**src/rtl/fft_pkg.sv**
```systemverilog
// Shared constants and types for the radix-2 DIT FFT: sequencer states,
// address/twiddle index widths and the Q8.8 complex formats.
package fft_pkg;

  localparam int LOG2N_DEF  = 4;
  localparam int N_DEF      = 1 << LOG2N_DEF;
  localparam int BF_LAT_DEF = 3;

  typedef enum logic [1:0] {
    S_IDLE,
    S_READ,
    S_DRAIN,
    S_DONE
  } state_e;

  typedef logic [LOG2N_DEF-1:0]         addr_t;
  typedef logic [LOG2N_DEF-2:0]         twk_t;
  typedef logic [$clog2(LOG2N_DEF)-1:0] stage_t;

  typedef logic signed [15:0] q8_8_t;

  typedef struct packed {
    q8_8_t re;
    q8_8_t im;
  } cplx_t;

  typedef cplx_t sample_t;
  typedef cplx_t twiddle_t;

endpackage

```
**src/rtl/fft_seq_ctrl_if.sv**
```systemverilog
// Control/address bundle between the FFT top FSM (master) and the
// butterfly sequencer (slave).
interface fft_seq_ctrl_if #(
  parameter int LOG2N = fft_pkg::LOG2N_DEF
);
  localparam int SW = $clog2(LOG2N);

  logic             start;
  logic             busy;
  logic             done;
  logic [SW-1:0]    stage;
  logic             rd_en;
  logic [LOG2N-1:0] rd_addr_a;
  logic [LOG2N-1:0] rd_addr_b;
  logic [LOG2N-2:0] tw_k;
  logic             wr_en;
  logic [LOG2N-1:0] wr_addr_a;
  logic [LOG2N-1:0] wr_addr_b;

  modport master (
    output start,
    input  busy, done, stage, rd_en, rd_addr_a, rd_addr_b, tw_k,
    input  wr_en, wr_addr_a, wr_addr_b
  );

  modport slave (
    input  start,
    output busy, done, stage, rd_en, rd_addr_a, rd_addr_b, tw_k,
    output wr_en, wr_addr_a, wr_addr_b
  );

endinterface

```
**src/rtl/fft_addr_gen.sv**
```systemverilog
// Combinational butterfly address/twiddle generator: (stage s, butterfly j)
// -> operand pair spaced 2^s apart and the twiddle LUT index.
module fft_addr_gen #(
  parameter int LOG2N = fft_pkg::LOG2N_DEF
) (
  input  logic [$clog2(LOG2N)-1:0] s,
  input  logic [LOG2N-2:0]         j,
  output logic [LOG2N-1:0]         addr_a,
  output logic [LOG2N-1:0]         addr_b,
  output logic [LOG2N-2:0]         tw_k
);

  logic [LOG2N-1:0] jw;
  logic [LOG2N-1:0] half;
  logic [LOG2N-1:0] pos;

  assign jw   = {1'b0, j};
  assign half = LOG2N'(1) << s;
  assign pos  = jw & (half - 1'b1);

  // Insert a zero at bit s of j; shifting twice avoids overflowing s+1.
  assign addr_a = (((jw >> s) << s) << 1) | pos;
  assign addr_b = addr_a + half;

  // pos < 2^s, so it always fits in the narrower twiddle index.
  assign tw_k = pos[LOG2N-2:0] << (LOG2N - 1 - int'(s));

endmodule

```
**src/rtl/fft_seq_ctrl.sv**
```systemverilog
// In-place radix-2 DIT FFT sequencer: streams butterfly reads stage by stage,
// replays each address pair as a write BF_LAT cycles later, drains between stages.
module fft_seq_ctrl
  import fft_pkg::*;
#(
  parameter int LOG2N  = LOG2N_DEF,
  parameter int BF_LAT = BF_LAT_DEF
) (
  input  logic           clk,
  input  logic           rst,
  fft_seq_ctrl_if.slave  bus
);

  localparam int N2 = 1 << (LOG2N - 1);
  localparam int SW = $clog2(LOG2N);
  localparam int JW = LOG2N - 1;
  localparam int CW = $clog2(BF_LAT) + 1;

  typedef struct packed {
    logic             v;
    logic [LOG2N-1:0] a;
    logic [LOG2N-1:0] b;
  } wr_ent_t;

  state_e           state;
  logic [JW-1:0]    j_q;
  logic [SW-1:0]    stage_q;
  logic [CW-1:0]    drain_q;
  logic             busy_q, done_q, rd_en_q;
  logic [LOG2N-1:0] rd_a_q, rd_b_q;
  logic [JW-1:0]    tw_q;
  wr_ent_t          dl [BF_LAT];

  logic [SW-1:0]    gen_s;
  logic [JW-1:0]    gen_j;
  logic [LOG2N-1:0] gen_a, gen_b;
  logic [JW-1:0]    gen_k;

  // The generator looks one butterfly ahead so the read registers load
  // the address of the butterfly they are about to present.
  // NOTE: defaults first in always_comb so no path leaves a latch.
  always_comb begin
    gen_s = stage_q;
    gen_j = j_q + 1'b1;
    if (state == S_IDLE) begin
      gen_s = '0;
      gen_j = '0;
    end else if (state == S_DRAIN) begin
      gen_s = stage_q + 1'b1;
      gen_j = '0;
    end
  end

  fft_addr_gen #(.LOG2N(LOG2N)) u_addr_gen (
    .s      (gen_s),
    .j      (gen_j),
    .addr_a (gen_a),
    .addr_b (gen_b),
    .tw_k   (gen_k)
  );

  // NOTE: sequential state uses non-blocking assignments only.
  always_ff @(posedge clk) begin
    if (rst) begin
      state   <= S_IDLE;
      j_q     <= '0;
      stage_q <= '0;
      drain_q <= '0;
      busy_q  <= 1'b0;
      done_q  <= 1'b0;
      rd_en_q <= 1'b0;
      rd_a_q  <= '0;
      rd_b_q  <= '0;
      tw_q    <= '0;
    end else begin
      done_q <= 1'b0;
      case (state)
        S_IDLE: if (bus.start) begin
          state   <= S_READ;
          j_q     <= '0;
          stage_q <= '0;
          busy_q  <= 1'b1;
          rd_en_q <= 1'b1;
          rd_a_q  <= gen_a;
          rd_b_q  <= gen_b;
          tw_q    <= gen_k;
        end
        S_READ: if (j_q == JW'(N2 - 1)) begin
          state   <= S_DRAIN;
          drain_q <= '0;
          rd_en_q <= 1'b0;
        end else begin
          j_q    <= j_q + 1'b1;
          rd_a_q <= gen_a;
          rd_b_q <= gen_b;
          tw_q   <= gen_k;
        end
        // Holding reads until the last write of this stage lands avoids
        // the in-place read-after-write hazard across stages.
        S_DRAIN: if (drain_q == CW'(BF_LAT - 1)) begin
          if (stage_q == SW'(LOG2N - 1)) begin
            state  <= S_DONE;
            busy_q <= 1'b0;
            done_q <= 1'b1;
          end else begin
            state   <= S_READ;
            stage_q <= stage_q + 1'b1;
            j_q     <= '0;
            rd_en_q <= 1'b1;
            rd_a_q  <= gen_a;
            rd_b_q  <= gen_b;
            tw_q    <= gen_k;
          end
        end else begin
          drain_q <= drain_q + 1'b1;
        end
        S_DONE:  state <= S_IDLE;
        default: state <= S_IDLE;
      endcase
    end
  end

  // NOTE: the delay line is reset on purpose so an aborted transform
  // never emits a stale write.
  always_ff @(posedge clk) begin
    if (rst) begin
      for (int i = 0; i < BF_LAT; i++) dl[i] <= '0;
    end else begin
      dl[0] <= '{v: rd_en_q, a: rd_a_q, b: rd_b_q};
      for (int i = 1; i < BF_LAT; i++) dl[i] <= dl[i-1];
    end
  end

  assign bus.busy      = busy_q;
  assign bus.done      = done_q;
  assign bus.stage     = stage_q;
  assign bus.rd_en     = rd_en_q;
  assign bus.rd_addr_a = rd_a_q;
  assign bus.rd_addr_b = rd_b_q;
  assign bus.tw_k      = tw_q;
  assign bus.wr_en     = dl[BF_LAT-1].v;
  assign bus.wr_addr_a = dl[BF_LAT-1].a;
  assign bus.wr_addr_b = dl[BF_LAT-1].b;

endmodule

```
**src/flat_wrapper.sv**
```systemverilog
// flat-port wrapper written by rule: the top's interface ports become plain ports
module fft_seq_ctrl_flat import fft_pkg::*;
#(
  parameter int LOG2N  = LOG2N_DEF,
  parameter int BF_LAT = BF_LAT_DEF
)
  (clk, rst, bus_start, bus_busy, bus_done, bus_stage, bus_rd_en, bus_rd_addr_a, bus_rd_addr_b, bus_tw_k, bus_wr_en, bus_wr_addr_a, bus_wr_addr_b);
  fft_seq_ctrl_if #(.LOG2N(LOG2N)) bus_i ();
  input  logic clk;
  input  logic rst;
  input wire logic [$bits(bus_i.start)-1:0] bus_start;
  output wire logic [$bits(bus_i.busy)-1:0] bus_busy;
  output wire logic [$bits(bus_i.done)-1:0] bus_done;
  output wire logic [$bits(bus_i.stage)-1:0] bus_stage;
  output wire logic [$bits(bus_i.rd_en)-1:0] bus_rd_en;
  output wire logic [$bits(bus_i.rd_addr_a)-1:0] bus_rd_addr_a;
  output wire logic [$bits(bus_i.rd_addr_b)-1:0] bus_rd_addr_b;
  output wire logic [$bits(bus_i.tw_k)-1:0] bus_tw_k;
  output wire logic [$bits(bus_i.wr_en)-1:0] bus_wr_en;
  output wire logic [$bits(bus_i.wr_addr_a)-1:0] bus_wr_addr_a;
  output wire logic [$bits(bus_i.wr_addr_b)-1:0] bus_wr_addr_b;
  assign bus_i.start = bus_start;
  assign bus_busy = bus_i.busy;
  assign bus_done = bus_i.done;
  assign bus_stage = bus_i.stage;
  assign bus_rd_en = bus_i.rd_en;
  assign bus_rd_addr_a = bus_i.rd_addr_a;
  assign bus_rd_addr_b = bus_i.rd_addr_b;
  assign bus_tw_k = bus_i.tw_k;
  assign bus_wr_en = bus_i.wr_en;
  assign bus_wr_addr_a = bus_i.wr_addr_a;
  assign bus_wr_addr_b = bus_i.wr_addr_b;
  fft_seq_ctrl #(.LOG2N(LOG2N), .BF_LAT(BF_LAT)) u_core (.clk(clk), .rst(rst), .bus(bus_i));
endmodule
```
**config.mk**
```make
export PLATFORM = sky130hd
export DESIGN_NAME = fft_seq_ctrl_flat
export DESIGN_NICKNAME = d
export VERILOG_FILES = /design/src/rtl/fft_pkg.sv /design/src/rtl/fft_seq_ctrl_if.sv /design/src/rtl/fft_addr_gen.sv /design/src/rtl/fft_seq_ctrl.sv /design/src/flat_wrapper.sv
export SDC_FILE = /design/constraint.sdc
export NUM_CORES = 1
export LEC_CHECK = 0
export CORE_MARGIN = 4
export CORE_UTILIZATION = 50
export DETAILED_ROUTE_END_ITERATION = 8
export DONT_BUFFER_PORTS = 1
export PLACE_DENSITY = 0.63
export SYNTH_ARGS = -nofsm -noshare
export SYNTH_HDL_FRONTEND = slang
export SYNTH_SLANG_ARGS = --single-unit
```
**constraint.sdc**
```tcl
create_clock -name clk -period 3 [get_ports clk]
set_input_delay 0.45 -clock clk [delete_from_list [all_inputs] [get_ports clk]]
set_output_delay 0.45 -clock clk [all_outputs]
set_load 0.05 [all_outputs]
```
==> summary.md, run 1 <==
| Metric | Value |
|---|---|
| Hold path startpoint | `rst` |
| CP max-delay cell | `or3b_2` |
| Skew final | `0.00301 ns` |
| Critical Path RT | `3.24 ns` |
| PD cells | `578 nW/um^2` |
| I/O Buffers | `0` |
| Num ports | `28` |
| Worst setup EP type | `flop` |
| Final Hold Vio Count | `0` |
| First-pass GRT wire length | `6.35 mm` |
| Grt total ovfl | `0` |
| Total CTS buffers | `5` |
| CP Data Arrival Time | `2.97 ns` |
| Worst flop-to-flop path startpoint | `u_core.state[1]` |
| RSZ-0062 raised after global routing | `false` |
| Critical Path Start Type | `flop` |
| Sequential Power Share | `57.7%` |
| Crit path kind | `flop to flop` |
| Period Utilization, post-route | `91.0%` |
| Busiest grt layer | `met2` |
| Max-slew headroom | `45.8%` |
| Routability cong. | `0.842` |
| Iter 0 DRT Violations | `77` |
| FF+latch count, synth | `51` |
| Post-route ant nets | `0` |
| Register area share after synthesis | `48.2%` |
| Vias in the first global route | `1353` |
| # hold bufs at CTS | `0` |
| Met3 Use GR | `5.51%` |
| Maximum capacitance violations | `0` |
| Min-Delay Path Class | `input pin to flop` |
| Met1 GRT Util | `19.4%` |
| Crit path cell chain | `nand2b_4 > inv_2 > ha_1 > or3b_2 > a21oi_1 > inv_1 > fa_1 > xnor2_1 > o21ai_0 > a21oi_1` |
| Worst vdd ir | `0.231 mV` |
| Number of synthesized flops with an enable pin | `0` |
| DRT Pass-1 Iters | `5` |
| Slew Limit Fails | `0` |
| Root Driver | `clkbuf_8` |
| Sink Count | `51` |
| Clock Path Buffers | `2` |
| Rows | `23` |
| Worst Path Max Fanout | `13` |
| Crit path launch | `u_core.state[1]` |
| Post-synthesis net count | `245` |
| Die Footprint | `5340 um^2` |
| Inserted Diodes | `0` |
| Final wirelength | `3.92 mm` |
| Post-Syn Instances | `233` |
| Nets | `235` |
| Share of cells above drive strength 1 | `7.14%` |
| Dpl hpwl | `2.62 mm` |
| YS warnings | `0` |
| Critical Path Max Stage Delay | `0.46 ns` |
| Setup ws final | `0.271 ns` |
| Die Span X | `73.1 um` |
| Setup TNS | `0 ns` |
| Status | `complete, no violations` |
| Final setup fails | `0` |
| Via density | `5.54` |
| Total Routing Usage GR | `15.4%` |
| Prevailing post-synth register cell | `dfxtp_1` |
| Post-CTS Setup Repair Bufs | `0` |
| Vias | `1518` |
| Max Clock Freq | `0.366 GHz` |
| Core Util, Final | `54.6%` |
| Most common cell on crit path | `a21oi_1` |
| Pin count of the biggest net entering global routing | `51` |
| Area grow syn2layout | `4.61%` |
| Yosys cell types | `43` |
| Post-Syn Area per Cell | `9.09 um^2` |
| H-Tree Depth | `2` |
| CTS tree | `done` |
| Net switching power | `309 uW` |
| Dpl ws | `0.190 ns` |
| DRC violations left | `0` |
| Chip height | `73.1 um` |
| Synth Cell Area | `2120 um^2` |
| Drt wl/cell | `14.3 um` |
| Final min period | `2.73 ns` |
| Tot Pwr | `1280 uW` |
| Initial antenna violation count | `0` |
| Sw Share | `24.1%` |
| Logic pwr share | `4.9%` |
| Clock share of power | `37.5%` |
| Number of gates resized after cts | `0` |
| Clk Latency, worst-skew pair | `0.30 ns` |
| Cell Int Power | `972 uW` |
| Worst Tran Pin Value | `0.813 ns` |
| Met2 usage | `23.3%` |
| P_leak | `0.000865 uW` |
| Clk slew on worst S/H paths | `0.09 ns` |
| Initial core utilization | `52.2%` |
| FFs w/ async S/R, synth | `0%` |
| Core Area | `4060 um^2` |
## critical path: cells and delay by family (launching register included)
family          cells  cell delay [ns]
compound gates      3             0.53
fa+ha+maj           2             0.86
flops               1             0.40
buf+inv             2             0.16
simple gates        2             0.57
xor+xnor            1             0.14
## state kept, by name, summed over array words and instances, names as in the netlist, 2 cells and up
name / flops
u_core.j_q: 3
u_core.drain_q: 3
u_core.bus.tw_k: 3
u_core.bus.stage: 2
u_core.state: 2
u_core.bus.rd_addr_a: 4
u_core.bus.rd_addr_b: 4
u_core.dl: 27
## routing by layer
metal	vias up	share of wire, %
li1	762	-
met1	697	45
met2	50	46
met3	9	7.0
met4	0	2.1
met5	-	0
## power by group through the flow
stage	Sequential (uW)	Clock [uW]	Combinational, uW
2_1_floorplan	747	0	64.1
3_3_place_gp	755	0	60.3
3_5_place_dp	756	0	62.2
4_1_cts	740	495	62.4
5_1_grt	742	521	69.8
6_report	739	480	62.6
## synth_stat cells, types with 2 or more instances
master,n,area share [%]
o21ai_0,9,2.1
inv_1,7,1.2
a21oi_1,25,5.9
nand2b_1,8,2.4
ha_1,8,4.7
nor2b_1,30,8.9
buf_4,8,2.8
dfxtp_1,51,48
a21o_1,2,0.71
buf_1,2,0.35
nand3_1,12,2.8
o211ai_1,3,1.1
mux2i_1,2,0.95
nor3_1,4,0.95
or3_1,3,0.89
nand2_1,13,2.3
clkbuf_1,9,1.6
nor3b_1,2,0.71
nor2_1,11,1.9
## stage by stage
stage / instance area, um^2 / instances / hold WS, ns
6_report: 2220 / 274 / 0.202
5_1_grt: 2220 / 274 / 0.188
4_1_cts: 2210 / 274 / 0.196
3_5_place_dp: 2100 / 266 / 0.420
3_3_place_gp: 2100 / 266 / 0.417
2_1_floorplan: 2120 / 233 / 0.414
## kinds of logic after synthesis
kind of cell    share of synthesized area, %
flops                                   48.2
buf+inv                                 6.67
mux                                    0.945
compound gates                          14.5
other cells                            0.177
xor+xnor                               0.414
fa+ha+maj                               5.67
simple gates                            23.4
## path summary, 6_finish.rpt
kind	end	slack, ns	cells past startpoint
max	u_core.bus.rd_addr_b[2]	0.27	10
min	u_core.dl[0][17]	0.20	1
max reg2reg	u_core.bus.rd_addr_b[2]	0.27	10
min reg2reg	u_core.dl[0][23]	0.44	1
## placed cells by master, fill, tap and decap left out, types with 4 or more instances in the layout
cell type / netlist / layout
o21ai_0: 9 / 9
nand2_1: 13 / 13
dfxtp_1: 51 / 50
nor3_1: 4 / 4
nor2b_1: 30 / 30
ha_1: 8 / 8
buf_4: 8 / 4
a21oi_1: 25 / 25
nand2b_1: 8 / 8
nor2_1: 11 / 11
inv_1: 7 / 7
clkbuf_8: 0 / 5
nand3_1: 12 / 12
## final cells by class
type	instances	area, um^2
Clock inverter	3	46.3
Tap cell	50	62.6
Inverter	8	30.0
Sequential cell	51	1020
Fill cell	374	1840
Clock buffer	5	68.8
Multi-Input combinational cell	153	956
Timing Repair Buffer	4	30.0
Note: power is estimated with default switching activity, not from simulation.
==> inputs of run 2 (changes only) <==
MAX_ROUTING_LAYER = met4   (was not set)
RECOVER_POWER = 25   (was not set)
==> run 2 against run 1 <==
  * Cell area stayed put
  * Sequential power about the same
  * Setup slack improved by 0.031 ns
  * Sequential share of layout area unchanged
  * Register-to-register slack gained 0.03 ns
  * Flip-flop and latch count unchanged
  * Cell count is the same
  * Total power shrank 0.77%
  * Global-route usage up 0.48 points
  * Routed wire length shrank 2.0%
  * First-iteration DRC count increased by 17%
  * Critical path type unchanged
==> summary.md, run 2 (synthesis gave the netlist of run 1 again) <==
| Metric | Value |
|---|---|
| Status | `complete, no violations` |
| Routability cong. | `0.854 (+1.5%)` |
| Post-DP Area | `2100 um^2 (unchanged)` |
| Dpl ws | `0.238 ns (+0.0477 ns)` |
| Drt wl/cell | `14.0 um (-2.0%)` |
| Clk slew on worst S/H paths | `0.09 ns (about the same)` |
| Critical path's top delay family | `adder cells` |
| Share of cells above drive strength 1 | `7.14% (unchanged)` |
| Most common cell on crit path | `a21oi_1` |
| CP max-delay cell | `or3b_2` |
| Crit path kind | `flop to flop` |
| Placed cells | `266 (unchanged)` |
| Largest reg by FF count | `u_core.dl` |
| PD cells | `574 nW/um^2 (-0.77%)` |
| Num ports | `28 (unchanged)` |
| Max reg flops | `27 (unchanged)` |
| Worst vdd ir | `0.211 mV (-8.6%)` |
| Die Footprint | `5340 um^2 (unchanged)` |
| Worst Tran Pin Value | `0.785 ns (-0.0276 ns)` |
| Grt total ovfl | `0 (unchanged)` |
| RSZ-0062 raised after global routing | `false` |
| Highest-count cells in the layout ignoring fill and taps | `dfxtp_1 (50), nor2b_1 (30), a21oi_1 (25), nand2_1 (13), nand3_1 (12)` |
| Dpl hpwl | `2.66 mm (+1.4%)` |
| Via density | `5.62 (+1.4%)` |
| DRC violations left | `0 (unchanged)` |
| P_leak | `0.000865 uW (unchanged)` |
| Nets | `235 (unchanged)` |
| Min-Delay Path Class | `input pin to flop` |
| Reg2reg path depth | `10 (unchanged)` |
| Worst flop-to-flop path startpoint | `u_core.state[1]` |
| Setup ws final | `0.301 ns (+0.0306 ns)` |
| Max Clock Freq | `0.371 GHz (+1.1%)` |
| Setup crit end | `u_core.bus.rd_addr_b[2]` |
| Layout fillers | `366 (-2.1%)` |
| Sink Count | `51 (unchanged)` |
| Critical path depth in cells | `10 (unchanged)` |
| Skew final | `0.00413 ns (+0.00112 ns)` |
| Final Hold Vio Count | `0 (unchanged)` |
| Worst Path Max Fanout | `13 (unchanged)` |
| Slew Limit Fails | `0 (unchanged)` |
| Rows | `23 (unchanged)` |
| Worst R2R Setup Slack | `0.30 ns (+0.03 ns)` |
| Final wirelength | `3.84 mm (-2.0%)` |
| Final instance area | `2220 um^2 (unchanged)` |
| Post-CTS Setup Repair Bufs | `0 (unchanged)` |
| Chip height | `73.1 um (unchanged)` |
| CP Data Arrival Time | `2.93 ns (-0.04 ns)` |
| Period Utilization, post-route | `90.0% (-1.0 points)` |
| Crit path cell chain | `nand2b_4 > inv_2 > ha_1 > or3b_2 > a21oi_1 > inv_1 > fa_1 > xnor2_1 > o21ai_0 > a21oi_1` |
| Crit path launch | `u_core.state[1]` |
| Die Span X | `73.1 um (unchanged)` |
| Initial antenna violation count | `0 (unchanged)` |
| Final setup fails | `0 (unchanged)` |
| Reg-to-Reg End | `u_core.bus.rd_addr_b[2]` |
| Worst setup EP type | `flop` |
| Initial core utilization | `52.2% (unchanged)` |
| Maximum capacitance violations | `0 (unchanged)` |
| Core Area | `4060 um^2 (unchanged)` |
| Post-route ant nets | `0 (unchanged)` |
| Critical Path RT | `3.23 ns (about the same)` |
| Area grow syn2layout | `4.61% (unchanged)` |
| Critical Path Start Type | `flop` |
| Vias | `1540 (+1.4%)` |
| Critical Path Max Stage Delay | `0.46 ns (about the same)` |
| Pin count of the biggest net entering global routing | `51 (unchanged)` |
| Post-Layout Cell Count | `274 (unchanged)` |
| Total Routing Usage GR | `15.8% (+0.48 points)` |
| Inserted Diodes | `0 (unchanged)` |
| Setup TNS | `0 ns (unchanged)` |
| Clock Path Buffers | `2 (unchanged)` |
| Vias in the first global route | `1409 (+4.1%)` |
| CTS tree | `done` |
| Final min period | `2.70 ns (-0.0306 ns)` |
| CP bufs+invs | `2 (unchanged)` |
| First-pass GRT wire length | `6.40 mm (+0.77%)` |
| DRT Pass-1 Iters | `4 (-1)` |
| Iter 0 DRT Violations | `90 (+17%)` |
| Core Util, Final | `54.6% (unchanged)` |
| H-Tree Depth | `2 (unchanged)` |
| Total CTS buffers | `5 (unchanged)` |
| Root Driver | `clkbuf_8` |
| Max-slew headroom | `47.6% (+1.8 points)` |
| I/O Buffers | `0 (unchanged)` |
| Most common cell after layout, fill and taps aside | `dfxtp_1` |
| Clk Latency, worst-skew pair | `0.29 ns (about the same)` |
run 2: area by class of cell:
type	count	area, um^2	share of cell area (%)
Sequential cell	51	1020	46.1
Tap cell	50	62.6	2.82
Clock buffer	5	68.8	3.11
Clock inverter	3	46.3	2.09
Multi-Input combinational cell	153	956	43.1
Timing Repair Buffer	4	30.0	1.36
Inverter	8	30.0	1.36
run 2: report_power, final:
part | internal [uW] | leakage [uW] | switching, uW
Sequential | 695 | 0.000415 | 44.4
Clock | 251 | 0.0000548 | 219
Combinational | 26.2 | 0.000395 | 36.4
Total | 972 | 0.000865 | 300
run 2: routing by layer:
layer | vias to the layer above | GRT usage [%] | part of all wire, %
met5 | - | - | 0
met4 | 0 | 6.15 | 1.1
met3 | 2 | 4.82 | 6.8
met2 | 40 | 24.5 | 48
met1 | 740 | 19.2 | 45
li1 | 758 | - | -
run 2: worst min path at each step:
stage | slack, ns | endpoint | depth (start not counted) | from
final | 0.21 | u_core.state[1] | 1 | rst
after global routing | 0.19 | u_core.state[1] | 1 | rst
after CTS | 0.20 | u_core.bus.rd_addr_b[2] | 1 | rst
after detailed placement | 0.42 | u_core.dl[0][11] | 1 | u_core.dl[0][2]
after global placement | 0.42 | u_core.dl[0][11] | 1 | u_core.dl[0][2]
after floorplan | 0.41 | u_core.dl[0][10] | 1 | u_core.dl[0][1]
run 2: per-stage QoR:
step	total power, uW	hold slack [ns]
floorplan	812	0.414
global placement	816	0.417
detailed placement	818	0.424
CTS	1290	0.198
global route	1330	0.191
finish	1270	0.213
run 2: timing repair:
| item | in CTS | in global routing |
|---|---|---|
| hold buffers | 0 | 0 |
| endpoints found under the hold margin | 0 | 0 |
| endpoints found under the setup margin | 0 | 1 |
| resized for setup | 0 | 1 |
